$ cat src/rtl/seq_signed_div.sv
// Multi-cycle signed divider: restoring division on magnitudes, one quotient bit per clock,
// followed by a sign-fixup cycle. Latency is WIDTH+2 edges from accepted start to done.
`timescale 1ns/1ps
module seq_signed_div #(
    parameter int unsigned WIDTH = 8
) (
    input  logic             clk,
    input  logic             rst_n,
    input  logic             start,
    input  logic [WIDTH-1:0] dividend,
    input  logic [WIDTH-1:0] divisor,
    output logic             busy,
    output logic             done,
    output logic [WIDTH-1:0] quotient,
    output logic [WIDTH-1:0] remainder,
    output logic             div_by_zero,
    output logic             overflow
);

    localparam int unsigned CntW = $clog2(WIDTH + 1);

    typedef enum logic [1:0] {
        StIdle,
        StCalc,
        StFix
    } state_e;

    state_e           r_state, w_state_nxt;
    logic [CntW-1:0]  r_cnt, w_cnt_nxt;
    logic             r_busy, w_busy_nxt;
    logic             r_done, w_done_nxt;
    logic [WIDTH-1:0] r_quot, w_quot_nxt;
    logic [WIDTH-1:0] r_rem, w_rem_nxt;
    logic             r_dz, w_dz_nxt;
    logic             r_ov, w_ov_nxt;

    // Working registers captured on an accepted start.
    logic [WIDTH-1:0] r_pr, w_pr_nxt;     // partial remainder magnitude
    logic [WIDTH-1:0] r_dvd, w_dvd_nxt;   // dividend magnitude, becomes quotient magnitude
    logic [WIDTH:0]   r_dvs, w_dvs_nxt;   // divisor magnitude, one extra bit for -2^(WIDTH-1)
    logic [WIDTH-1:0] r_a, w_a_nxt;       // raw dividend, returned as remainder on divide-by-zero
    logic             r_sa, w_sa_nxt;
    logic             r_sb, w_sb_nxt;
    logic             r_dz_c, w_dz_c_nxt;
    logic             r_ov_c, w_ov_c_nxt;

    logic [WIDTH-1:0] w_dvd_abs;
    logic [WIDTH:0]   w_dvs_ext;
    logic [WIDTH:0]   w_dvs_abs;
    logic [WIDTH:0]   w_shifted;
    logic             w_ge;
    logic [WIDTH-1:0] w_diff;
    logic [WIDTH-1:0] w_q_signed;
    logic [WIDTH-1:0] w_r_signed;
    logic             w_last;

    // Magnitude of -2^(WIDTH-1) is 2^(WIDTH-1), still representable as unsigned WIDTH bits.
    assign w_dvd_abs = dividend[WIDTH-1] ? -dividend : dividend;
    assign w_dvs_ext = {divisor[WIDTH-1], divisor};
    assign w_dvs_abs = divisor[WIDTH-1] ? -w_dvs_ext : w_dvs_ext;

    // The kept difference is always below the divisor, so WIDTH bits hold it exactly.
    assign w_shifted = {r_pr, r_dvd[WIDTH-1]};
    assign w_ge      = (w_shifted >= r_dvs);
    assign w_diff    = w_shifted[WIDTH-1:0] - r_dvs[WIDTH-1:0];

    assign w_q_signed = (r_sa ^ r_sb) ? -r_dvd : r_dvd;
    assign w_r_signed = r_sa ? -r_pr : r_pr;
    assign w_last     = (r_cnt == CntW'(WIDTH - 1));

    always_comb begin
        w_state_nxt = r_state;
        w_cnt_nxt   = r_cnt;
        w_busy_nxt  = r_busy;
        w_done_nxt  = 1'b0;
        w_quot_nxt  = r_quot;
        w_rem_nxt   = r_rem;
        w_dz_nxt    = r_dz;
        w_ov_nxt    = r_ov;
        w_pr_nxt    = r_pr;
        w_dvd_nxt   = r_dvd;
        w_dvs_nxt   = r_dvs;
        w_a_nxt     = r_a;
        w_sa_nxt    = r_sa;
        w_sb_nxt    = r_sb;
        w_dz_c_nxt  = r_dz_c;
        w_ov_c_nxt  = r_ov_c;

        unique case (r_state)
            StIdle: begin
                if (start) begin
                    w_pr_nxt    = '0;
                    w_dvd_nxt   = w_dvd_abs;
                    w_dvs_nxt   = w_dvs_abs;
                    w_a_nxt     = dividend;
                    w_sa_nxt    = dividend[WIDTH-1];
                    w_sb_nxt    = divisor[WIDTH-1];
                    w_dz_c_nxt  = (divisor == '0);
                    w_ov_c_nxt  = (dividend == {1'b1, {(WIDTH-1){1'b0}}}) && (divisor == '1);
                    w_busy_nxt  = 1'b1;
                    w_cnt_nxt   = '0;
                    w_state_nxt = StCalc;
                end
            end
            StCalc: begin
                w_pr_nxt  = w_ge ? w_diff : w_shifted[WIDTH-1:0];
                w_dvd_nxt = {r_dvd[WIDTH-2:0], w_ge};
                w_cnt_nxt = r_cnt + CntW'(1);
                if (w_last) begin
                    w_state_nxt = StFix;
                end
            end
            StFix: begin
                if (r_dz_c) begin
                    w_quot_nxt = '1;
                    w_rem_nxt  = r_a;
                end else if (r_ov_c) begin
                    w_quot_nxt = {1'b1, {(WIDTH-1){1'b0}}};
                    w_rem_nxt  = '0;
                end else begin
                    w_quot_nxt = w_q_signed;
                    w_rem_nxt  = w_r_signed;
                end
                w_dz_nxt    = r_dz_c;
                w_ov_nxt    = r_ov_c && !r_dz_c;
                w_done_nxt  = 1'b1;
                w_busy_nxt  = 1'b0;
                w_state_nxt = StIdle;
            end
            default: begin
                w_state_nxt = StIdle;
                w_busy_nxt  = 1'b0;
            end
        endcase
    end

    always_ff @(posedge clk or negedge rst_n) begin
        if (!rst_n) begin
            r_state <= StIdle;
            r_cnt   <= '0;
            r_busy  <= 1'b0;
            r_done  <= 1'b0;
            r_quot  <= '0;
            r_rem   <= '0;
            r_dz    <= 1'b0;
            r_ov    <= 1'b0;
            r_pr    <= '0;
            r_dvd   <= '0;
            r_dvs   <= '0;
            r_a     <= '0;
            r_sa    <= 1'b0;
            r_sb    <= 1'b0;
            r_dz_c  <= 1'b0;
            r_ov_c  <= 1'b0;
        end else begin
            r_state <= w_state_nxt;
            r_cnt   <= w_cnt_nxt;
            r_busy  <= w_busy_nxt;
            r_done  <= w_done_nxt;
            r_quot  <= w_quot_nxt;
            r_rem   <= w_rem_nxt;
            r_dz    <= w_dz_nxt;
            r_ov    <= w_ov_nxt;
            r_pr    <= w_pr_nxt;
            r_dvd   <= w_dvd_nxt;
            r_dvs   <= w_dvs_nxt;
            r_a     <= w_a_nxt;
            r_sa    <= w_sa_nxt;
            r_sb    <= w_sb_nxt;
            r_dz_c  <= w_dz_c_nxt;
            r_ov_c  <= w_ov_c_nxt;
        end
    end

    assign busy        = r_busy;
    assign done        = r_done;
    assign quotient    = r_quot;
    assign remainder   = r_rem;
    assign div_by_zero = r_dz;
    assign overflow    = r_ov;

endmodule

$ cat config.mk
export PLATFORM = sky130hd
export DESIGN_NAME = seq_signed_div
export DESIGN_NICKNAME = d
export VERILOG_FILES = /design/src/rtl/seq_signed_div.sv
export SDC_FILE = /design/constraint.sdc
export NUM_CORES = 1
export LEC_CHECK = 0
export ABC_AREA = 1
export BUFFER_PORTS_ARGS = -buffer_cell sky130_fd_sc_hd__buf_2
export CELL_PAD_IN_SITES_DETAIL_PLACEMENT = 2
export CELL_PAD_IN_SITES_GLOBAL_PLACEMENT = 2
export CORE_MARGIN = 2
export CORE_UTILIZATION = 37
export DETAILED_ROUTE_END_ITERATION = 8
export GPL_TIMING_DRIVEN = 0
export PLACE_DENSITY_LB_ADDON = 0.1
export SLEW_MARGIN = 10
export SYNTH_ARGS = -nofsm -noshare
export SYNTH_HDL_FRONTEND = slang
export SYNTH_SLANG_ARGS = --single-unit
$ cat constraint.sdc
create_clock -name clk -period 2.55 [get_ports clk]
set_input_delay 0.51 -clock clk [delete_from_list [all_inputs] [get_ports clk]]
set_output_delay 0.51 -clock clk [all_outputs]
set_load 0.05 [all_outputs]
==> run_results.csv <==
group,metric,value,unit
global_route,grt_remaining_overflow,0,
clock_network,cts_tree,"built",
finish,nNetsFinal,556,
placed_design,gp_congestion,0.833,
global_route,antenna_found_initial,0,
critical_path,startpoint_type,"register",
die,pin_count,39,
route,wl,12000,um
finish,fin_cells,659,
timing,finalCritPeriodShare,0.776,
critical_path,r2r_setup_slack,570,ps
critical_path,crit_fanout,8,
clock_network,clk_pin_slew_worst_paths,70,ps
clock_network,cts-root-buf,"clkbuf_8",
finish,area_growth,16.6,%
yosys,synth_cell_types,36,
route,via_count,3422,
yosys,synth.cell_area,3640,um2
placed_design,dp_hpwl,8960,um
die,rows,36,
yosys,synth-xor-area-share,0.0406,
critical_path,rr_worst_depth,9,
finish,fill_cells,1167,
route,antenna_left,0,
yosys,avgSynthCellArea,7.70,um2
run_status,status,"finished, final reports clean",
yosys,seq_area_frac_synth,0.427,
finish,fin_util,0.440,
yosys,ys.flop_type,"dfrtp_1",
yosys,yosysTopAreaCell,"dfrtp_1",
placed_design,dp.cells,642,
critical_path,rr_endpoint,"r_pr[1]",
global_route,grt_pass1_vias,3749,
critical_path,cp_data_arrival_time,2210,ps
critical_path,crit_start,"r_pr[6]",
route,first_pass_iters,4,
yosys,synth_compound_area_frac,0.120,
critical_path,crit_required,2780,ps
clock_network,numCtsBuffers,9,
die,start_util,0.377,
yosys,ys_warn_count,0,
yosys,synth_fa_ha_area_frac,0.0571,
timing,setup_viol,0,
yosys,synth_edf_count,0,
power,pwr_density_cell,1480,nW/um2
yosys,synth_cells,472,
timing,fmaxAchievable,0.505,GHz
timing,slew_viol_final,0,
timing,slew_headroom,0.667,
clock_network,cts.hold.buffers_added,1,
global_route,grt_use_total,0.243,
timing,worst_pin_slew,500,ps
power,peakVddDrop,0.518,mV
die,die_area,10600,um2
critical_path,crit_type,"register to register",
route,drt-wirelength-per-cell,18.2,um
clock_network,post_cts_buffers,0,
finish,regArea,1550,um2
yosys,async_reset_ff_frac,1.00,
critical_path,crit_path_end,"r_pr[1]",
yosys,synthSimpleGateAreaFrac,0.271,
clock_network,cts.repair.resized,0,
timing,fin_tns_setup,0,ps
placed_design,io_buffers,36,
finish,multi_input_area,1790,um2
yosys,syn_nets,507,
yosys,synth_top_family_by_area,"simple AND/OR/NAND/NOR gates",
die,core,9640,um2
clock_network,clock_sinks,62,
yosys,netlist.area_leader.share,0.427,
clock_network,clk_latency,340,ps
min_path,min_path_type,"input pin to register",
critical_path,r2r-start,"r_pr[6]",
timing,finalCriticalPeriod,1980,ps
clock_network,clockBufferDepth,2,
finish,antennaDiodeCount,0,
job,cap_violations,0,
finish,drive_above_1_share,0.150,
timing,timing_hold_violations_final,0,
yosys,synthMuxAreaShare,0.00275,
power,p_leak,2.16,nW
die,dieHeight,103,um
timing,rsz0062_at_grt,"false",
route,drt_iter0_drc,132,
yosys,netlist_top_cells_count,"nand2_1 (136), dfrtp_1 (62), inv_1 (59), nand3_1 (39), o21ai_0 (33)",
clock_network,htree_levels,3,
critical_path,worst_setup_path_end_kind,"register",
timing,finalClockSkew,6.96,ps
global_route,grt_max_degree,62,
route,avgViaCountPerCell,5.19,
yosys,synth_area_leaders,"dfrtp_1 (43%), nand2_1 (14%), inv_1 (6.1%), nand3_1 (5.4%), ha_1 (5.2%)",
global_route,grt_pass1_wl,19500,um
yosys,synth_seq_cells,62,
route,drc_errors,0,
die,dieWidth,103,um
yosys,synth_most_common_cell,"nand2_1",
kinds of logic after synthesis:
kind of cell	count (synthesis)
buffers and inverters	76
XOR/XNOR	16
adder cells (fa/ha/maj)	16
multiplexers	1
AO/OA/AOI/OAI	73
AND/OR/NAND/NOR	228
flip-flops	62
cell usage in the layout, fill, tap and decap left out, types with 2 or more instances in the layout:
cell and n:
nand2_1 136, dfrtp_1 62, inv_1 59, buf_2 44, nand3_1 39, o21ai_0 33
nor2_1 24, ha_1 15, xor2_1 13, a21oi_1 12, clkbuf_8 12, nand4_1 11
o211ai_1 11, a22oi_1 6, nor2_2 5, inv_2 4, clkbuf_1 4, nor3_1 4
nand2_2 3, or2_2 2, o21bai_1 2, xnor2_1 2, o31ai_1 2
critical path: stages, from the launching register on:
cell     delay [ps]
dfrtp_1         440
ha_1            370
nand2_1         120
inv_1            70
a21oi_1         170
nand2_1          80
nor2_2          300
nand3_1         140
nand3_1         120
nand2_1          60
sequential cells by signal, summed over array words and instances (netlist names):
name         flops
overflow         1
remainder        8
r_a              8
r_dvs            9
done             1
r_cnt            4
quotient         8
r_ov_c           1
r_dvd            8
r_dz_c           1
r_pr             8
r_state          2
r_sb             1
div_by_zero      1
busy             1
worst min-delay path by stage:
stage / end / slack (ps) / cells past startpoint / start
2_1_floorplan: busy / 210 / 0 / rst_n
3_5_place_dp: r_dvs[8] / 310 / 1 / rst_n
3_3_place_gp: div_by_zero / 460 / 2 / div_by_zero
6_report: r_dz_c / 420 / 2 / divisor[6]
5_1_grt: r_dz_c / 440 / 2 / divisor[6]
4_1_cts: r_dz_c / 410 / 2 / divisor[6]
routing by layer:
layer / vias to the layer above / track usage / part of all wire
met5: - / 0 / 0
met4: 0 / 0.0688 / 0.015
met3: 15 / 0.0292 / 0.023
met2: 55 / 0.405 / 0.49
met1: 1715 / 0.334 / 0.47
li1: 1637 / - / -
layout make-up:
class / count / share of cell area
inverter: 63 / 0.0558
multi-input combinational: 334 / 0.422
clock buffer: 12 / 0.0390
clock inverter: 4 / 0.0121
timing repair buffer: 38 / 0.0519
sequential: 62 / 0.366
tap: 133 / 0.0393
buffer: 13 / 0.0142
power breakdown:
group	total, mW	switching [mW]	internal, mW	leakage (nW)
Clock	0.959	0.425	0.534	0.109
Sequential	1.77	0.353	1.42	0.750
Combinational	3.56	2.44	1.13	1.31
through the flow:
step	setup slack (ps)	hold slack [ps]	area (um2)	total power, mW
after floorplan	882	214	3640	4.27
after global placement	643	458	3980	5.10
after detailed placement	547	313	4010	5.33
after CTS	524	407	4240	6.36
after global routing	333	441	4240	6.92
final	571	422	4240	6.29
Power figures use the tool's default switching activity.
